## src/rtl/uart_harness_pkg.sv

```systemverilog
// uart_harness_pkg: shared FSM states, command field positions and helpers
package uart_harness_pkg;

    typedef enum logic [2:0] {
        S_IDLE,
        S_ADDR_H,
        S_ADDR_L,
        S_WDATA_H,
        S_WDATA_L,
        S_RD_SEND,
        S_ACK_SEND
    } state_t;

    localparam int CMD_RW_BIT  = 7;
    localparam int CMD_LEN_MSB = 3;
    localparam int CMD_LEN_LSB = 0;

    localparam logic [7:0] ACK_BYTE_DEFAULT = 8'hA5;

    function automatic logic [7:0] rev8(input logic [7:0] b);
        logic [7:0] r;
        for (int i = 0; i < 8; i++) r[i] = b[7-i];
        return r;
    endfunction

endpackage

```

## src/rtl/uart_harness_phy.sv

```systemverilog
// uart_harness_phy: serial RX/TX character engine with even parity and selectable bit order
module uart_harness_phy
    import uart_harness_pkg::*;
#(
    parameter int CLK_DIV = 16
) (
    input  logic       clk,
    input  logic       rst,
    input  logic       rxd,
    input  logic       parity_en,
    input  logic       msb_first,
    input  logic       tx_start,
    input  logic [7:0] tx_data,
    output logic       txd,
    output logic       tx_ready,
    output logic       tx_done,
    output logic       rx_valid,
    output logic       rx_err,
    output logic [7:0] rx_data
);
    localparam int CW = $clog2(CLK_DIV);
    localparam logic [CW-1:0] HALF = CW'(CLK_DIV / 2);
    localparam logic [CW-1:0] LAST = CW'(CLK_DIV - 1);

    logic [2:0]    sync;
    logic          rx_act, rx_pe, rx_msb, rx_par, rx_s, rx_fall, rx_stop, rx_ok;
    logic [CW-1:0] rx_cnt;
    logic [3:0]    rx_bit;
    logic [7:0]    rx_sh;

    logic          tx_act;
    logic [CW-1:0] tx_cnt;
    logic [3:0]    tx_bit, tx_nb;
    logic [10:0]   tx_sh;

    assign rx_s     = sync[1];
    assign rx_fall  = sync[2] & ~sync[1];
    assign rx_stop  = rx_bit == (rx_pe ? 4'd10 : 4'd9);
    assign rx_ok    = rx_s && (!rx_pe || rx_par == ^rx_sh);
    assign rx_data  = rx_sh;

    assign txd      = tx_sh[0];
    assign tx_done  = tx_act && tx_cnt == LAST && tx_bit == tx_nb;
    assign tx_ready = !tx_act || tx_done;

    // receiver: sync, start detect with mid-bit recheck, mid-bit sampling, parity/stop check
    always_ff @(posedge clk) begin
        if (rst) begin
            sync     <= '1;
            rx_act   <= 1'b0;
            rx_cnt   <= '0;
            rx_bit   <= '0;
            rx_sh    <= '0;
            rx_pe    <= 1'b0;
            rx_msb   <= 1'b0;
            rx_par   <= 1'b0;
            rx_valid <= 1'b0;
            rx_err   <= 1'b0;
        end else begin
            sync     <= {sync[1:0], rxd};
            rx_valid <= 1'b0;
            rx_err   <= 1'b0;
            if (!rx_act) begin
                if (rx_fall) begin
                    rx_act <= 1'b1;
                    rx_cnt <= '0;
                    rx_bit <= '0;
                    rx_pe  <= parity_en;
                    rx_msb <= msb_first;
                end
            end else begin
                rx_cnt <= rx_cnt == LAST ? '0 : rx_cnt + 1'b1;
                rx_bit <= rx_cnt == LAST ? rx_bit + 1'b1 : rx_bit;
                if (rx_cnt == HALF) begin
                    if (rx_bit == 4'd0)
                        rx_act <= !rx_s;
                    else if (rx_bit <= 4'd8)
                        rx_sh <= rx_msb ? {rx_sh[6:0], rx_s} : {rx_s, rx_sh[7:1]};
                    else if (!rx_stop)
                        rx_par <= rx_s;
                    else begin
                        rx_act   <= 1'b0;
                        rx_valid <= rx_ok;
                        rx_err   <= !rx_ok;
                    end
                end
            end
        end
    end

    // transmitter: load a whole frame into a shifter; a new frame may load in the last stop cycle
    always_ff @(posedge clk) begin
        if (rst) begin
            tx_act <= 1'b0;
            tx_cnt <= '0;
            tx_bit <= '0;
            tx_nb  <= '0;
            tx_sh  <= '1;
        end else if (tx_start && tx_ready) begin
            tx_act <= 1'b1;
            tx_cnt <= '0;
            tx_bit <= '0;
            tx_nb  <= parity_en ? 4'd10 : 4'd9;
            tx_sh  <= {1'b1, !parity_en || ^tx_data, msb_first ? rev8(tx_data) : tx_data, 1'b0};
        end else if (tx_act) begin
            tx_cnt <= tx_cnt == LAST ? '0 : tx_cnt + 1'b1;
            if (tx_cnt == LAST) begin
                tx_bit <= tx_bit + 1'b1;
                tx_sh  <= {1'b1, tx_sh[10:1]};
                tx_act <= !tx_done;
            end
        end
    end

endmodule

```

## src/rtl/uart_harness.sv

```systemverilog
// uart_harness: UART command bridge performing burst writes/reads on a 16-bit register stub
module uart_harness
    import uart_harness_pkg::*;
#(
    parameter logic [3:0] BASEADDR = 4'h2,
    parameter int         CLK_DIV  = 16,
    parameter int         REG_NUM  = 32,
    parameter logic [7:0] ACK_BYTE = ACK_BYTE_DEFAULT
) (
    input  logic clk,
    input  logic rst,
    input  logic rxd,
    output logic txd,
    input  logic parity_en,
    input  logic msb_first,
    output logic busy
);
    localparam int AW = $clog2(REG_NUM);

    state_t      state;
    logic        is_wr, hit, tx_req, lo_next;
    logic [3:0]  len, idx;
    logic [15:0] addr;
    logic [7:0]  wr_hi, tx_byte, rx_data;
    logic        rx_valid, rx_err, tx_ready, tx_done, tx_take, base_ok;
    logic [11:0] cur_off, first_off, next_off;
    logic [15:0] cur_word, first_word, next_word;
    logic [15:0] regs [REG_NUM];

    function automatic logic in_range(input logic [11:0] o);
        return int'(o) < REG_NUM;
    endfunction

    assign tx_take    = tx_req && tx_ready;
    assign base_ok    = addr[15:12] == BASEADDR;
    assign cur_off    = addr[11:0] + 12'(idx);
    assign first_off  = {addr[11:8], rx_data};
    assign next_off   = cur_off + 12'd1;
    assign cur_word   = in_range(cur_off) ? regs[cur_off[AW-1:0]] : 16'h0000;
    assign first_word = in_range(first_off) ? regs[first_off[AW-1:0]] : 16'h0000;
    assign next_word  = in_range(next_off) ? regs[next_off[AW-1:0]] : 16'h0000;

    uart_harness_phy #(.CLK_DIV(CLK_DIV)) phy (
        .clk      (clk),
        .rst      (rst),
        .rxd      (rxd),
        .parity_en(parity_en),
        .msb_first(msb_first),
        .tx_start (tx_req),
        .tx_data  (tx_byte),
        .txd      (txd),
        .tx_ready (tx_ready),
        .tx_done  (tx_done),
        .rx_valid (rx_valid),
        .rx_err   (rx_err),
        .rx_data  (rx_data)
    );

    // command FSM, register stub and response sequencing
    always_ff @(posedge clk) begin
        if (rst) begin
            state   <= S_IDLE;
            busy    <= 1'b0;
            is_wr   <= 1'b0;
            hit     <= 1'b0;
            tx_req  <= 1'b0;
            lo_next <= 1'b0;
            len     <= '0;
            idx     <= '0;
            addr    <= '0;
            wr_hi   <= '0;
            tx_byte <= '0;
            for (int i = 0; i < REG_NUM; i++) regs[i] <= 16'h0000;
        end else begin
            case (state)
                S_IDLE: if (rx_valid) begin
                    is_wr <= rx_data[CMD_RW_BIT];
                    len   <= rx_data[CMD_LEN_MSB:CMD_LEN_LSB];
                    idx   <= '0;
                    busy  <= 1'b1;
                    state <= S_ADDR_H;
                end
                S_ADDR_H: if (rx_err) begin
                    state <= S_IDLE;
                    busy  <= 1'b0;
                end else if (rx_valid) begin
                    addr[15:8] <= rx_data;
                    state      <= S_ADDR_L;
                end
                S_ADDR_L: if (rx_err) begin
                    state <= S_IDLE;
                    busy  <= 1'b0;
                end else if (rx_valid) begin
                    addr[7:0] <= rx_data;
                    hit       <= base_ok;
                    if (is_wr)
                        state <= S_WDATA_H;
                    else if (base_ok) begin
                        state   <= S_RD_SEND;
                        tx_req  <= 1'b1;
                        tx_byte <= first_word[15:8];
                        lo_next <= 1'b1;
                    end else begin
                        state <= S_IDLE;
                        busy  <= 1'b0;
                    end
                end
                S_WDATA_H: if (rx_err) begin
                    state <= S_IDLE;
                    busy  <= 1'b0;
                end else if (rx_valid) begin
                    wr_hi <= rx_data;
                    state <= S_WDATA_L;
                end
                S_WDATA_L: if (rx_err) begin
                    state <= S_IDLE;
                    busy  <= 1'b0;
                end else if (rx_valid) begin
                    if (hit && in_range(cur_off)) regs[cur_off[AW-1:0]] <= {wr_hi, rx_data};
                    if (idx != len) begin
                        idx   <= idx + 1'b1;
                        state <= S_WDATA_H;
                    end else if (hit) begin
                        state   <= S_ACK_SEND;
                        tx_req  <= 1'b1;
                        tx_byte <= ACK_BYTE;
                    end else begin
                        state <= S_IDLE;
                        busy  <= 1'b0;
                    end
                end
                S_RD_SEND: begin
                    if (tx_take) begin
                        if (lo_next) begin
                            tx_byte <= cur_word[7:0];
                            lo_next <= 1'b0;
                        end else if (idx == len)
                            tx_req <= 1'b0;
                        else begin
                            idx     <= idx + 1'b1;
                            tx_byte <= next_word[15:8];
                            lo_next <= 1'b1;
                        end
                    end
                    if (tx_done && !tx_req) begin
                        state <= S_IDLE;
                        busy  <= 1'b0;
                    end
                end
                S_ACK_SEND: begin
                    if (tx_take) tx_req <= 1'b0;
                    if (tx_done && !tx_req) begin
                        state <= S_IDLE;
                        busy  <= 1'b0;
                    end
                end
                default: begin
                    state <= S_IDLE;
                    busy  <= 1'b0;
                end
            endcase
        end
    end

endmodule

```

## config.mk

```make
export PLATFORM = sky130hd
export DESIGN_NAME = uart_harness
export DESIGN_NICKNAME = d
export VERILOG_FILES = /design/src/rtl/uart_harness_pkg.sv /design/src/rtl/uart_harness_phy.sv /design/src/rtl/uart_harness.sv
export SDC_FILE = /design/constraint.sdc
export NUM_CORES = 1
export LEC_CHECK = 0
export CAP_MARGIN = 20
export CORE_ASPECT_RATIO = 1.5
export CORE_MARGIN = 4
export CORE_UTILIZATION = 40
export CTS_BUF_LIST = sky130_fd_sc_hd__clkbuf_4 sky130_fd_sc_hd__clkbuf_8
export DETAILED_ROUTE_END_ITERATION = 16
export MAX_ROUTING_LAYER = met4
export REMOVE_ABC_BUFFERS = 1
export SLEW_MARGIN = 0
export SYNTH_ARGS = -nofsm -noshare
export SYNTH_HDL_FRONTEND = slang
export SYNTH_SLANG_ARGS = --single-unit
```

## constraint.sdc

```tcl
create_clock -name clk -period 9.5 [get_ports clk]
set_input_delay 1.9 -clock clk [delete_from_list [all_inputs] [get_ports clk]]
set_output_delay 1.9 -clock clk [all_outputs]
set_load 0.005 [all_outputs]
```

Word level (Yosys, flattened, before mapping):

Memory sizes are Yosys's and may differ from the RTL's. A register that Yosys moved wholly into a read port is not among the register bits.
Index checks and enable logic that the tools add are counted.

* memory bits (writable): 512
* output and inout port bits: 2
* input port bits: 5
* bits in latches: 0
* bits in read-only memories: 0
* memories kept: 1
* logic and storage cells: 239
* flip-flop bits (word level): 96

Memory list
* regs: depth 32, width 16, rd ports 3, clocked after Yosys merged registers in 1, write ports 32, RTL line uart_harness.sv:28 `logic [15:0] regs [REG_NUM];`

* shifts and indexed selects: 0
* muxes and demuxes: 102
* multiply operators: 0
* add/subtract/negate cells: 7
* bitwise logic cells: 8
* $lt $le $gt $ge: 4
* equal/unequal tests: 42
* reductions and logical operators: 48
* divide/modulo/power cells: 0

Operators with widths (number)
* $mux 8: 14
* $mux 4: 13
* $mux 16: 3
* $mux 1: 44
* $mux 3: 14
* $lt 12x6->1 const B: 3
* $mux 10: 3
* $ne 2x2->1 const B: 13
* $pmux 8 s3: 1
* $add 4x1->4 const B: 5
* $pmux 3 s6: 1
* $reduce_or 16->1: 1
* $reduce_xor 8->1: 2
* $mux 5: 3
* $reduce_and 13->1: 1
* $add 12x1->12 const B: 1
* $add 12x4->12: 1
* $eq 4x4->1: 3
* $eq 4x4->1 const B: 3
* $ne 3x1->1 const B: 4
* $ne 3x2->1 const B: 4
* $pmux 4 s3: 1
* $reduce_and 6->1: 2
* $reduce_and 11->1: 1
* 31 further kinds: 70

Logic depth before layout (Yosys ltp):

Gate-level depths: netlist (run 1).

* depth in word-level cells: 11
* depth in mapped cells: 17
* gate-level depth less buffers: 12

Modules after synthesis:

From an unflattened synthesis (run 1), not the netlist that was laid out.

* cell total of the unflattened synthesis: 2412
* area total of the unflattened synthesis: 30146.4 um^2

By module, submodules not included
* uart_harness: cells each 2152, instances 1, area each 27790.4 um^2, sequential area each 16335.7 um^2
* uart_harness_phy: cells each 260, instances 1, area each 2356.0 um^2, sequential area each 940.9 um^2

Worst setup path after synthesis (run 1):

Ideal clock, no wire load.

* kind: register to register
* start: register idx[0]
* end: register tx_byte[0]
* data required time: 9379 ps
* period minus slack after synthesis: 5037 ps
* library setup time: 121 ps
* buffers on the path: 6
* data arrival time: 4916 ps
* slack: 4463 ps
* stages on the path, launching flop included: 18
* cell sequence: dfxtp_1 ha_1 inv_1 fa_1 clkbuf_1 clkbuf_1 buf_1 inv_1 ha_1 clkbuf_2 buf_4 buf_1 mux4_2 mux4_2 mux2i_1 a21oi_1 o22ai_1 a21oi_1

* cells in the longest elaborated chain, start to end: 8
* elaborated cells between the ends (all ways): 16
* those cells by class: add/sub (2); order compare (2); eq/ne (4); mux (6); reduce/logical (1); memory (1)

RTL lines
* from (decl): RTL line uart_harness.sv:22 `logic [3:0] len, idx;`
* from (signal assigned): RTL line uart_harness.sv:121 `idx <= idx + 1'b1;`
* from (signal assigned): RTL line uart_harness.sv:140 `idx <= idx + 1'b1;`
* $add 12x4->12: RTL line uart_harness.sv:36 `assign cur_off = addr[11:0] + 12'(idx);`
* $add 12x1->12: RTL line uart_harness.sv:38 `assign next_off = cur_off + 12'd1;`
* $lt 12x6->1 or $mem_v2 32x16 (tied branches)
* $mux 16: RTL line uart_harness.sv:41 `assign next_word = in_range(next_off) ? regs[next_off[AW-1:0]] : 16'h0000;`
* $mux 8: RTL line uart_harness.sv:137 `end else if (idx == len)`
* $mux 8: RTL line uart_harness.sv:134 `if (lo_next) begin`
* $mux 8: RTL line uart_harness.sv:133 `if (tx_take) begin`
* $pmux 8 s3: RTL line uart_harness.sv:75 `case (state)`
* to (signal assigned): RTL line uart_harness.sv:101 `tx_byte <= first_word[15:8];`
* to (signal assigned): RTL line uart_harness.sv:135 `tx_byte <= cur_word[7:0];`
* to (signal assigned): RTL line uart_harness.sv:141 `tx_byte <= next_word[15:8];`
* to (decl): RTL line uart_harness.sv:24 `logic [7:0] wr_hi, tx_byte, rx_data;`

Parallel ways exist; a longest one is shown, timed or not. The select of a mux whose other input is x is not followed.
A chain may end at the register's enable or synchronous reset.

Worst setup path after layout (run 1):

* start: register idx[0]
* end: register tx_byte[7]

The elaborated chain is that of the path after synthesis.

==> metrics.json, run 1 <==
{
  "critPathLaunchType": "flip-flop",
  "hold_viol_final": 0,
  "floorplan.die_area_um2": 81000,
  "placeableCoreArea_um2": 75400,
  "synth_flop_cell": "sky130_fd_sc_hd__edfxtp_1",
  "post_synthesis_to_final_layout_area_growth_pct": 9.34,
  "reg2reg_from": "idx[0]$_SDFFE_PP0P_",
  "worst_slew_margin_rel_pct": 27.9,
  "maximum_number_of_pins_on_one_net_before_global_route_repair": 71,
  "synth_area_per_cell_um2": 13.2,
  "vias": 20100,
  "finalWorstPathRequiredPeriod_ns": 5.20,
  "ctsLongestPathBuffers": 3,
  "synth-seq-cells": 612,
  "final.setup_skew_ns": 0.0273,
  "number_of_global_route_vias_before_repair": 20400,
  "power_density_nw_per_um2": 159,
  "max_slew.worst_pin.slew_ns": 1.08,
  "route.detailed.drc": 0,
  "final-setup-viol-count": 0,
  "filler_cell_count": 6746,
  "cts.root.buffer_cell": "sky130_fd_sc_hd__clkbuf_8",
  "row_count": 123,
  "netlist_area_um2": 30600,
  "reg2reg_depth": 11,
  "worst-r2r-setup-slack_ns": 4.30,
  "synth-async-reset-ratio_pct": 0,
  "cp_data_arrival_time_ns": 5.81,
  "p_leak_nw": 12.3,
  "maxCapViolations": 0,
  "yosysMostFrequentCell": "sky130_fd_sc_hd__edfxtp_1",
  "power_frac_comb_pct": 2.9,
  "cts.sinks": 612,
  "floorplan.initialDensity_pct": 40.5,
  "tritonroute_pass_1_iters": 5,
  "critPathKind": "reg -> reg",
  "gp_congestion": 0.930,
  "die_width_um": 234,
  "cell_area_after_layout_um2": 33400,
  "power.switching_fraction_pct": 22.5,
  "antenna_violations_before_repair": 2,
  "hold_end": "phy.sync[1]$_SDFF_PP1_",
  "clk_slew_on_worst_s_h_paths_ns": 0.06,
  "detail_route.iter0.violations": 2105,
  "globalRouteOverflowTotal": 0,
  "route.detailed.vias_per_inst": 6.04,
  "first_pass_grt_wire_length_mm": 136,
  "cts_inserted_buffers": 90,
  "total_grt_usage_pct": 23.3,
  "grt_setup_unrepaired": "false",
  "synthCells": 2319,
  "synth.area.top_cells": "sky130_fd_sc_hd__edfxtp_1, sky130_fd_sc_hd__mux4_2, sky130_fd_sc_hd__dfxtp_1",
  "critical_path.endpoint_type": "flip-flop",
  "post_cts_hold_buffer_count": 0,
  "p_seq_share_pct": 56.7,
  "hold_class": "reg -> reg",
  "num-nets-final": 2282,
  "wire_per_inst_um": 27.7,
  "power.ir.vdd_worst_mv": 0.0841,
  "dp_hpwl_mm": 60.3,
  "power.clock.fraction_pct": 40.4,
  "antenna_violation_net_count_after_detailed_routing": 0,
  "achievable-frequency_mhz": 192,
  "port-buffer-count": 6,
  "synth_top_cell_by_area": "sky130_fd_sc_hd__edfxtp_1",
  "result_of_the_run": "complete, no violations",
  "max_slew_vio_count": 0,
  "final-seq-area_um2": 17400,
  "resized_after_cts": 0,
  "postPlaceCellArea_um2": 31600,
  "hold_path_startpoint": "phy.sync[0]$_SDFF_PP1_",
  "path_max_fanout": 34,
  "place_worst_setup_slack_ns": 4.12,
  "synth.cells.most_frequent": "sky130_fd_sc_hd__edfxtp_1, sky130_fd_sc_hd__and3_1, sky130_fd_sc_hd__nor2_1",
  "area_of_the_multi_input_gates_um2": 12300,
  "yosysTopAreaCellShare_pct": 50.3,
  "insertion_delay_ns": 0.72,
  "netSwitchingPower_mw": 1.20,
  "cts_setup_buffers": 0,
  "chipHeight_um": 347,
  "synthDistinctLibCells": 75,
  "drive_gt1_share_pct": 21.0,
  "rr_endpoint": "tx_byte[7]$_SDFFE_PP0P_",
  "layout_worst_path_cycle_share_pct": 54.8,
  "ports_placed_on_the_boundary": 7,
  "synth.yosys.seq_area_share_pct": 56.8,
  "synth-edff-count": 512,
  "final.setup.tns_ns": 0,
  "tritoncts_clock_tree": "yes",
  "routed_wirelength_mm": 92.1,
  "hold_path_depth": 1,
  "critical_path_required_ns": 10.10,
  "ctsHtreeMaxLevel": 3,
  "internal_pwr_total_mw": 4.12,
  "postLayoutSetupSlackWorst_ns": 4.30,
  "yosysWarningCount": 0
}
state kept, by name, indices dropped and copies added, names as in the netlist, 3 cells and up, named ones only:
| signal | cells |
|---|---|
| regs | 512 |
| addr | 16 |
| phy.tx_sh | 10 |
| phy.rx_data | 8 |
| tx_byte | 8 |
| wr_hi | 8 |
| idx | 4 |
| len | 4 |
| phy.rx_bit | 4 |
| phy.rx_cnt | 4 |
| phy.tx_bit | 4 |
| phy.tx_cnt | 4 |
| phy.sync | 3 |
| phy.tx_nb | 3 |
| state | 3 |
per-layer routing:
| metal | track usage, % | vias to the layer above | wire length, um |
|---|---|---|---|
| li1 | - | 8748 | - |
| met2 | 40.5 | 880 | 49200 |
| met4 | 11.2 | 0 | 4850 |
| met3 | 3.18 | 218 | 5580 |
| met5 | - | - | 0 |
| met1 | 26.3 | 10300 | 32500 |
cells by family after synthesis:
group	count (synthesis)	share of synthesized area, %
buffers and inverters	255	3.46
adder cells (fa/ha/maj)	19	0.794
flip-flops	612	56.8
XOR/XNOR	40	1.19
AO/OA/AOI/OAI	226	4.71
AND/OR/NAND/NOR	884	14.8
multiplexers	283	18.2
layout by cell type, fill, tap and decap left out, drive strengths merged, types with 5 or more instances in the layout:
master | Yosys | layout
edfxtp | 512 | 512
and3 | 317 | 317
nor2 | 223 | 223
mux4 | 216 | 216
nand2 | 156 | 156
clkbuf | 153 | 126
dfxtp | 100 | 100
a21oi | 78 | 78
buf | 78 | 73
and2 | 63 | 63
mux2i | 57 | 57
nand3 | 42 | 42
o21ai | 42 | 42
inv | 24 | 30
clkinv | 0 | 29
nor3 | 27 | 27
xnor2 | 26 | 26
a211oi | 19 | 19
ha | 17 | 17
o22ai | 16 | 16
xor2 | 14 | 14
a31oi | 14 | 14
or3 | 12 | 12
mux2 | 10 | 10
o211ai | 10 | 10
nand2b | 7 | 7
nand4 | 7 | 7
a32oi | 7 | 7
nor2b | 6 | 6
nor4 | 5 | 5
clkdlybuf4s50 | 0 | 5
final cells by class:
cell class | instances | share of cell area, %
sequential | 612 | 52.0
multi-input combinational | 1452 | 36.8
clock buffer | 125 | 4.60
tap | 1000 | 3.74
timing repair buffer | 79 | 1.92
clock inverter | 37 | 0.670
inverter | 24 | 0.269
antenna | 1 | 0.00749
metrics by stage:
step	std cells	power (mW)	hold WS, ns	util (%)
2_1_floorplan	2088	3.14	0.389	-
3_3_place_gp	3163	3.22	0.397	41.9
3_5_place_dp	3163	3.23	0.397	41.9
4_1_cts	3325	5.35	0.412	44.2
5_1_grt	3330	5.48	0.425	44.3
6_report	3330	5.31	0.407	44.3
critical path, cell delays in order, from the launching register on:
cell and delay (ns):
sky130_fd_sc_hd__dfxtp_1 0.47, sky130_fd_sc_hd__ha_4 0.20, sky130_fd_sc_hd__inv_1 0.05, sky130_fd_sc_hd__fa_4 1.09, sky130_fd_sc_hd__inv_1 0.18, sky130_fd_sc_hd__ha_4 0.66, sky130_fd_sc_hd__buf_4 0.68, sky130_fd_sc_hd__mux4_2 0.60
sky130_fd_sc_hd__mux4_2 0.46, sky130_fd_sc_hd__mux2_2 0.28, sky130_fd_sc_hd__a211oi_1 0.25, sky130_fd_sc_hd__nor2_1 0.08
power by group through the flow:
stage                     Clock (mW)  Combinational, mW  Sequential, mW
after floorplan                    0             0.0901            3.05
after global placement             0              0.153            3.07
after detailed placement           0              0.155            3.07
after CTS                       2.18              0.155            3.01
after global routing            2.30              0.161            3.02
final                           2.14              0.154            3.01
how the worst max path moves through the flow:
stage,from,endpoint,slack (ns),cells past startpoint
after CTS,idx[0]$_SDFFE_PP0P_,tx_byte[7]$_SDFFE_PP0P_,4.23,11
after detailed placement,rst,regs[0][7]$_SDFFCE_PN0P_,4.12,8
after global placement,rst,regs[0][4]$_SDFFCE_PN0P_,4.26,8
final,idx[0]$_SDFFE_PP0P_,tx_byte[7]$_SDFFE_PP0P_,4.30,11
after floorplan,idx[0]$_SDFFE_PP0P_,tx_byte[7]$_SDFFE_PP0P_,1.35,7
after global routing,idx[0]$_SDFFE_PP0P_,tx_byte[7]$_SDFFE_PP0P_,3.97,11
No activity file was read; power rests on OpenSTA's default activity.
==> inputs of run 2 (changes only) <==
==> constraint.sdc (replaced) <==
create_clock -name clk -period 5.3 [get_ports clk]
set_input_delay 1.06 -clock clk [delete_from_list [all_inputs] [get_ports clk]]
set_output_delay 1.06 -clock clk [all_outputs]
set_load 0.005 [all_outputs]
==> run 2 against run 1 <==
Global-route usage shrank 0.24 points. Die area unchanged. Non-clock buffer count increased by 25. Via count increased by 2.0%. Count of clock-buffer cells in the layout shrank 5.
==> metrics.json, run 2 (synthesized netlist as in run 1, its figures left out) <==
{
  "post_cts_hold_buffer_count": 0,
  "power.switching_fraction_pct": 22.7,
  "power.clock.fraction_pct": 40.8,
  "ctsLongestPathBuffers": 3,
  "p_leak_nw": 12.4,
  "first_pass_grt_wire_length_mm": 135,
  "cts_setup_buffers": 0,
  "maxCapViolations": 0,
  "reg2reg_from": "idx[0]$_SDFFE_PP0P_",
  "globalRouteOverflowTotal": 0,
  "port-buffer-count": 6,
  "layout_top_registers": "regs: 512 flops, addr: 16 flops, phy.tx_sh: 10 flops",
  "wire_per_inst_um": 27.3,
  "critPathKind": "reg -> reg",
  "cts.root.buffer_cell": "sky130_fd_sc_hd__clkbuf_8",
  "cp_slowest_cell": "sky130_fd_sc_hd__fa_4",
  "tritonroute_pass_1_iters": 6,
  "critical_path.endpoint_type": "flip-flop",
  "route.detailed.drc": 0,
  "insertion_delay_ns": 0.73,
  "grt_setup_unrepaired": "false",
  "worst_slew_margin_rel_pct": 22.3,
  "route.detailed.vias_per_inst": 6.11,
  "critical_path_required_ns": 5.90,
  "tritoncts_clock_tree": "yes",
  "internal_pwr_total_mw": 7.44,
  "post_synthesis_to_final_layout_area_growth_pct": 10.3,
  "dp_hpwl_mm": 61.1,
  "netSwitchingPower_mw": 2.18,
  "ports_placed_on_the_boundary": 7,
  "worstSetupStartpoint": "idx[0]$_SDFFE_PP0P_",
  "die_width_um": 234,
  "drive_gt1_share_pct": 21.3,
  "worstPathCellList": "ha_4 -> inv_1 -> fa_4 -> inv_1 -> ha_4 -> buf_12 -> mux4_2 -> mux4_2 -> mux2_2 -> a211oi_1 -> nor2_1",
  "final-setup-viol-count": 0,
  "num-nets-final": 2309,
  "finalWorstPathRequiredPeriod_ns": 4.55,
  "postLayoutSetupSlackWorst_ns": 0.754,
  "worst_path_largest_cell_delay_ns": 0.94,
  "vias": 20500,
  "critPathLaunchType": "flip-flop",
  "max_slew.worst_pin.slew_ns": 1.17,
  "cp_num_buf_inv": 3,
  "floorplan.initialDensity_pct": 40.5,
  "maximum_number_of_pins_on_one_net_before_global_route_repair": 87,
  "number_of_global_route_vias_before_repair": 20600,
  "power.ir.vdd_worst_mv": 0.178,
  "result_of_the_run": "complete, no violations",
  "antenna_violations_before_repair": 3,
  "finalHoldWorstSlack_ns": 0.416,
  "chipHeight_um": 347,
  "row_count": 123,
  "regMostFlops": "regs",
  "layout_worst_path_cycle_share_pct": 85.8,
  "worst_path_dominant_cell_family": "adder cells",
  "detail_route.iter0.violations": 2203,
  "floorplan.die_area_um2": 81000,
  "antenna_violation_net_count_after_detailed_routing": 0,
  "clk_slew_on_worst_s_h_paths_ns": 0.07,
  "most_common_cell_after_layout_fill_and_taps_aside": "sky130_fd_sc_hd__edfxtp_1",
  "power_frac_comb_pct": 3.0,
  "highest_count_cells_in_the_layout_ignoring_fill_and_taps": "sky130_fd_sc_hd__edfxtp_1, sky130_fd_sc_hd__and3_1, sky130_fd_sc_hd__nor2_1, sky130_fd_sc_hd__mux4_2, sky130_fd_sc_hd__nand2_1",
  "power_density_nw_per_um2": 285,
  "p_seq_share_pct": 56.2,
  "achievable-frequency_mhz": 220,
  "hold_path_startpoint": "phy.sync[0]$_SDFF_PP1_",
  "place_worst_setup_slack_ns": 0.748,
  "cts.sinks": 612,
  "hold_viol_final": 0,
  "placeableCoreArea_um2": 75400,
  "cp_data_arrival_time_ns": 5.14,
  "path_max_fanout": 22,
  "hold_class": "reg -> reg",
  "ctsHtreeMaxLevel": 3,
  "resized_after_cts": 0,
  "final.setup_skew_ns": 0.0412,
  "gp_congestion": 0.914,
  "max_slew_vio_count": 0,
  "routed_wirelength_mm": 91.7,
  "cts_inserted_buffers": 92,
  "max_reg_flops": 512,
  "total_grt_usage_pct": 23.1
}
==> run 2: changes by cell type in the layout (fill, tap and decap cells not counted), moves of 4 or more <==
| cell | before | now |
|---|---|---|
| sky130_fd_sc_hd__buf_4 | 70 | 91 |
| sky130_fd_sc_hd__clkinv_1 | 17 | 29 |
| sky130_fd_sc_hd__clkbuf_4 | 30 | 20 |
| sky130_fd_sc_hd__buf_12 | 0 | 7 |
| sky130_fd_sc_hd__clkbuf_8 | 96 | 100 |
| sky130_fd_sc_hd__nor2_1 | 217 | 221 |
| sky130_fd_sc_hd__nor2_2 | 4 | 0 |
==> run 2: layout make-up <==
cell class                      instances  area (um^2)
Clock inverter                         50          305
Multi-Input combinational cell       1452        12300
Fill cell                            6654        41700
Tap cell                             1000         1250
Inverter                               24         90.1
Timing Repair Buffer                  104          878
Sequential cell                       612        17400
Clock buffer                          120         1530
Antenna cell                            1         2.50
==> run 2: stage by stage <==
step | setup TNS [ns] | util (%) | cells | area [um^2] | power (mW)
2_1_floorplan | -1173.61 | - | 2088 | 29600 | 5.63
3_3_place_gp | 0 | 42.3 | 3191 | 31900 | 5.78
3_5_place_dp | 0 | 42.3 | 3192 | 31900 | 5.79
4_1_cts | 0 | 44.7 | 3362 | 33700 | 9.68
5_1_grt | 0 | 44.7 | 3363 | 33700 | 9.92
6_report | 0 | 44.7 | 3363 | 33700 | 9.62
==> run 2: final timing paths <==
path | to | slack, ns | cells past startpoint
setup / recovery | tx_byte[7]$_SDFFE_PP0P_ | 0.75 | 11
setup reg to reg | tx_byte[7]$_SDFFE_PP0P_ | 0.75 | 11
hold reg to reg | phy.sync[1]$_SDFF_PP1_ | 0.42 | 1
hold / removal | phy.sync[1]$_SDFF_PP1_ | 0.42 | 1
==> run 2: routing by layer <==
metal  vias up  global-route usage, %  wire (um)
li1       8812                      -          -
met1     10500                   26.2      32300
met2      1012                   39.6      47900
met3       239                   3.36       6480
met4         0                   11.6       5000
met5         -                      -          0
==> run 2: power groups by stage <==
stage | sequential (mW) | combinational [mW] | clock [mW]
after CTS | 5.40 | 0.293 | 3.99
after global placement | 5.50 | 0.287 | 0
final | 5.40 | 0.291 | 3.92
after global routing | 5.41 | 0.303 | 4.20
after detailed placement | 5.50 | 0.291 | 0
after floorplan | 5.47 | 0.162 | 0
